==> config.mk <==
export PLATFORM = sky130hd
export DESIGN_NAME = nrst_sequencer
export DESIGN_NICKNAME = d
export VERILOG_FILES = /design/src/rtl/nrst_sequencer.sv
export SDC_FILE = /design/constraint.sdc
export NUM_CORES = 1
export LEC_CHECK = 0
export ABC_AREA = 1
export CAP_MARGIN = 10
export CORE_MARGIN = 3
export CORE_UTILIZATION = 40
export DETAILED_ROUTE_END_ITERATION = 12
export PLACE_DENSITY = 0.65
export SLEW_MARGIN = 30
export SYNTH_ARGS = -nofsm -noshare
export SYNTH_HDL_FRONTEND = slang
export SYNTH_SLANG_ARGS = --single-unit
==> constraint.sdc <==
create_clock -name CLK_I -period 0.8 [get_ports CLK_I]
set_clock_uncertainty 0.05 [all_clocks]
set_input_delay 0.16 -clock CLK_I [delete_from_list [all_inputs] [get_ports CLK_I]]
set_output_delay 0.16 -clock CLK_I [all_outputs]
set_load 0.05 [all_outputs]
==> src/rtl/nrst_sequencer.sv <==
// nrst_sequencer: power-on / PLL-lock reset sequencer.
// Releases NUM_OUT active-low reset domains one at a time, DELAY cycles apart,
// after LOCK_FILTER consecutive synchronized-lock-high cycles. A lock loss or a
// soft-reset request reasserts every domain and holds them for HOLD_CYCLES
// before the sequence restarts.
// Optional feature macro: NRST_SEQ_LOCK_TIMEOUT_EN adds LOCK_TIMEOUT and a
// sticky FAULT_O flag raised when WAIT_LOCK waits too long for lock.
module nrst_sequencer #(
  parameter int NUM_OUT     = 4,
  parameter int DELAY       = 16,
  parameter int LOCK_FILTER = 8,
  parameter int HOLD_CYCLES = 32
`ifdef NRST_SEQ_LOCK_TIMEOUT_EN
  , parameter int LOCK_TIMEOUT = 1024
`endif
) (
  input  logic               CLK_I,
  input  logic               NRST_I,
  input  logic               LOCK_I,
  input  logic               SOFT_RST_I,
  output logic [NUM_OUT-1:0] NRST_O,
  output logic               READY_O,
  output logic               BUSY_O
`ifdef NRST_SEQ_LOCK_TIMEOUT_EN
  , output logic             FAULT_O
`endif
);

  // One counter is shared by the lock filter, the release spacing and the
  // hold time, so it is sized for the largest of the three.
  localparam int CNT_MAX =
    (DELAY > LOCK_FILTER) ? ((DELAY > HOLD_CYCLES) ? DELAY : HOLD_CYCLES)
                          : ((LOCK_FILTER > HOLD_CYCLES) ? LOCK_FILTER : HOLD_CYCLES);
  localparam int CW = $clog2(CNT_MAX + 1);
  localparam int IW = $clog2(NUM_OUT + 1);
`ifdef NRST_SEQ_LOCK_TIMEOUT_EN
  localparam int TW = $clog2(LOCK_TIMEOUT + 1);
`endif

  typedef enum logic [2:0] {
    IDLE,
    WAIT_LOCK,
    RELEASE,
    RUN,
    HOLD
  } state_t;

  logic          rst_meta;
  logic          rst_n;
  logic          lock_meta;
  logic          lock_s;
  logic          abort;
  state_t        state;
  logic [CW-1:0] cnt;
  logic [IW-1:0] idx;
`ifdef NRST_SEQ_LOCK_TIMEOUT_EN
  logic [TW-1:0] tcnt;
`endif

  // Reset synchronizer: asserts asynchronously, releases on the 2nd CLK_I edge.
  always_ff @(posedge CLK_I or negedge NRST_I) begin
    if (!NRST_I) begin
      rst_meta <= 1'b0;
      rst_n    <= 1'b0;
    end else begin
      // NOTE: non-blocking assignments let both stages sample the old values,
      // which is what makes this a two-stage shift register and not one flop.
      rst_meta <= 1'b1;
      rst_n    <= rst_meta;
    end
  end

  // Lock synchronizer: LOCK_I is asynchronous to CLK_I.
  always_ff @(posedge CLK_I or negedge rst_n) begin
    if (!rst_n) begin
      lock_meta <= 1'b0;
      lock_s    <= 1'b0;
    end else begin
      lock_meta <= LOCK_I;
      lock_s    <= lock_meta;
    end
  end

  // Abort request seen by RELEASE and RUN; it takes priority over a release.
  assign abort = !lock_s || SOFT_RST_I;

  // Sequencer FSM with registered outputs.
  always_ff @(posedge CLK_I or negedge rst_n) begin
    if (!rst_n) begin
      state   <= IDLE;
      cnt     <= '0;
      idx     <= '0;
      NRST_O  <= '0;
      READY_O <= 1'b0;
      BUSY_O  <= 1'b0;
`ifdef NRST_SEQ_LOCK_TIMEOUT_EN
      tcnt    <= '0;
      FAULT_O <= 1'b0;
`endif
    end else begin
      case (state)
        IDLE: begin
          state  <= WAIT_LOCK;
          BUSY_O <= 1'b1;
          cnt    <= '0;
`ifdef NRST_SEQ_LOCK_TIMEOUT_EN
          tcnt   <= '0;
`endif
        end

        WAIT_LOCK: begin
          if (lock_s) begin
            if (cnt == CW'(LOCK_FILTER - 1)) begin
              state <= RELEASE;
              cnt   <= '0;
              idx   <= '0;
            end else begin
              cnt <= cnt + 1'b1;
            end
          end else begin
            cnt <= '0;
          end
`ifdef NRST_SEQ_LOCK_TIMEOUT_EN
          // A soft reset rearms the timeout as well as clearing the flag.
          if (SOFT_RST_I) begin
            tcnt <= '0;
          end else if (!(lock_s && cnt == CW'(LOCK_FILTER - 1))) begin
            if (tcnt == TW'(LOCK_TIMEOUT - 1)) begin
              FAULT_O <= 1'b1;
            end else begin
              tcnt <= tcnt + 1'b1;
            end
          end
`endif
        end

        RELEASE, RUN: begin
          if (abort) begin
            state   <= HOLD;
            cnt     <= '0;
            NRST_O  <= '0;
            READY_O <= 1'b0;
            BUSY_O  <= 1'b1;
          end else if (state == RELEASE) begin
            if (cnt == CW'(DELAY - 1)) begin
              // Shifting a one in keeps NRST_O a thermometer code, low bit first.
              NRST_O <= (NRST_O << 1) | NUM_OUT'(1);
              cnt    <= '0;
              idx    <= idx + 1'b1;
              if (idx == IW'(NUM_OUT - 1)) begin
                state   <= RUN;
                READY_O <= 1'b1;
                BUSY_O  <= 1'b0;
              end
            end else begin
              cnt <= cnt + 1'b1;
            end
          end
        end

        HOLD: begin
          if (SOFT_RST_I) begin
            cnt <= '0;
          end else if (cnt == CW'(HOLD_CYCLES - 1)) begin
            state <= WAIT_LOCK;
            cnt   <= '0;
`ifdef NRST_SEQ_LOCK_TIMEOUT_EN
            tcnt  <= '0;
`endif
          end else begin
            cnt <= cnt + 1'b1;
          end
        end

        default: begin
          state   <= IDLE;
          cnt     <= '0;
          NRST_O  <= '0;
          READY_O <= 1'b0;
          BUSY_O  <= 1'b0;
        end
      endcase
`ifdef NRST_SEQ_LOCK_TIMEOUT_EN
      // The fault flag is sticky until a soft reset, in any state.
      if (SOFT_RST_I) begin
        FAULT_O <= 1'b0;
      end
`endif
    end
  end

endmodule

==> qor.txt <==
worst vdd ir -> 2.255 mV
cell taking the most area after synthesis -> dfrtp_1
Initial Utilization -> 0.4300
RSZ-0062 raised after global routing -> yes
Mapped Nets -> 154
TritonCTS Buffers -> 3
Detailed Place HPWL -> 2.021 mm
final antenna diode count -> 0
DR vias/cell -> 5.170
initial antenna violation count -> 0
largest family of logic cells by synthesized area -> simple AND/OR/NAND/NOR gates
Critical Path Source Type -> flop
Yosys reg bits -> 22
Power per Cell Area -> 2634 nW/um^2
IO Count -> 10
outcome -> finished with violations
multiplexer share of the synthesized area -> 0
DR iter-0 viols -> 37
Max Cap Violations -> 0
post-route ant nets -> 0
H-Tree Depth -> 1
area delta synth->final -> 53.53%
HP Class -> reg -> async
Most used DFF post-synth -> dfrtp_1
Crit Path Category -> reg -> reg
vias in the first global route -> 1071
Arrival @ worst endpoint -> 1.66 ns
Setup-failing EPs final -> 24
crit-path max FO -> 6
CTS root buf -> clkbuf_4
gr usage total -> 0.1558
wire per inst -> 13.39 microns
vias -> 1184
Synth top area share -> 0.4564
length in cells of the worst reg-to-reg path -> 10
row count -> 19
Overflow after GRT -> 0
Mapped Area -> 1206 sq um
hold slack final -> 0.1259 ns
post-synthesis sequential area ratio -> 0.4564
Post-Syn Instances -> 147
Reg clk slew, reported paths -> 0.12 ns
area post-placement -> 1623 sq um
FF-to-FF setup slack -> -0.69 ns
Die X -> 60.91 microns
Unique masters post-synth -> 24
crit share post-route -> 1.865
Adder-Cell Fraction of Synth Area -> 0.03112
GP Congestion -> 0.8434
FF+latch area -> 558.0 sq um
simple-gate share of the synthesized area -> 0.3548
setup slack after layout -> -0.6920 ns
CTS tree -> yes
Post-route DRC -> 0
XOR/XNOR share of the synthesized area -> 0.007261
fin cells -> 229
top cells by area, synth -> dfrtp_1, nand2_1, nand3_1
CTS Buffer Depth -> 2
Total Nets Final -> 206
CP Data Required Time -> 0.97 ns
DR pass1 iterations -> 4
largest net degree at the start of global routing -> 15
Synth Area in Compound Gates -> 0.09129
Tmin final -> 1.492 ns
first-pass GRT wire length -> 4.402 mm
clk sink count -> 22
fill count -> 234
CORE AREA -> 2805 sq um
Final Hold Violating Endpoints -> 0
Power Total -> 4.877 mW
fmax -> 670.2 MHz
Total Wirelength -> 3.067 mm
DIE HEIGHT -> 60.91 microns
Avg Synthesized Cell Area -> 8.205 sq um
Synth top cells by count -> nand2_1, dfrtp_1, inv_1, nand3_1, nor2_1
post-route cell area -> 1852 sq um
fin. max-slew vios -> 0
share of layout cells above drive strength 1 -> 0.4899
Cells after DPL -> 214
Leak -> 0.9311 nW
FFs w/ async S/R, synth -> 1.000
number of port buffers -> 9
EDFF count, synth -> 0
Synth Warn # -> 0
failing checks -> negative setup slack
top-count cell post-synth -> nand2_1
Clock Latency Late Sink -> 0.31 ns
Die Area -> 3710 sq um
Multi-input gate area -> 705.7 sq um
Critical Path Sink Type -> flop
==> area by class of cell <==
type	instances	area share
timing repair buffer	47	0.2405
tap	31	0.02095
sequential	22	0.3014
clock buffer	4	0.01959
inverter	18	0.03649
multi-input combinational	107	0.3811
==> critical path, cell delays in order (launching register included) <==
cell and delay (ns):
dfrtp_1 0.42, ha_4 0.16, nand2_4 0.05, nor2_4 0.15, nand2_4 0.09, nand2_4 0.12
nand2_4 0.07, nor2_8 0.12, inv_2 0.06, nand2_2 0.05, o21ai_2 0.05
==> layer usage <==
metal	share of wire	vias up	global-route usage
met5	0	-	0
met4	0.018	0	0.03715
met3	0.042	8	0.03404
met2	0.53	42	0.2809
met1	0.41	560	0.1882
li1	-	574	-
==> through the flow <==
stage	worst slack, ns	TNS (ns)	util
2_1_floorplan	-0.6235	-9.685	-
3_3_place_gp	-0.6929	-11.70	0.5785
3_5_place_dp	-0.7277	-12.21	0.5785
4_1_cts	-0.6890	-13.41	0.6062
5_1_grt	-0.7459	-15.09	0.6601
6_report	-0.6920	-13.71	0.6601
==> registers in the layout, indices dropped and copies added (netlist names) <==
signal,count
NRST_O,4
BUSY_O,1
rst_n,1
rst_meta,1
READY_O,1
state,3
lock_s,1
idx,3
cnt,6
lock_meta,1
==> what timing repair did <==
item / 4_1_cts / 5_1_grt
setup buffers: 3 / 7
hold buffers: 1 / 0
endpoints found under the hold margin: 2 / 0
endpoints found under the setup margin: 24 / 24
pin swaps: 0 / 15
resized for setup: 5 / 25
==> cell families (layout without fill, tap and decap cells) <==
logic type | Yosys count | in the layout
compound gates | 20 | 20
buf+inv | 18 | 69
other cells | 1 | 1
fa+ha+maj | 3 | 3
flops | 22 | 22
xor+xnor | 1 | 1
simple gates | 82 | 82
==> worst paths after layout <==
path / from / endpoint
worst max-delay path: cnt[1] / NRST_O[1]
worst min-delay path: rst_n / cnt[4]
worst max register to register: cnt[1] / NRST_O[1]
worst min register to register: rst_n / cnt[4]
max in group asynchronous: NRST_I / rst_n
min in group CLK_I: LOCK_I / lock_meta
==> cell usage in the layout (no fill, tap or decap), types with 2 or more instances in the layout <==
| cell type | instances |
|---|---|
| a21oi_1 | 4 |
| buf_12 | 6 |
| buf_4 | 35 |
| buf_6 | 2 |
| clkbuf_4 | 3 |
| clkdlybuf4s50_1 | 3 |
| dfrtp_1 | 16 |
| dfrtp_2 | 6 |
| ha_2 | 2 |
| inv_1 | 12 |
| inv_2 | 6 |
| nand2_1 | 32 |
| nand2_2 | 7 |
| nand2_4 | 8 |
| nand3_1 | 9 |
| nand3_2 | 4 |
| nand3_4 | 3 |
| nand4_1 | 2 |
| nor2_1 | 6 |
| nor2_2 | 5 |
| nor2_4 | 2 |
| o21ai_0 | 2 |
| o21ai_1 | 8 |
| o21ai_2 | 3 |
| o21bai_1 | 2 |
| or2_2 | 2 |
==> where the power goes <==
group	internal [mW]	switching (mW)
Combinational	1.21	1.54
Sequential	1.31	0.196
Clock	0.278	0.346
Total	2.80	2.08
Power figures use the tool's default switching activity.
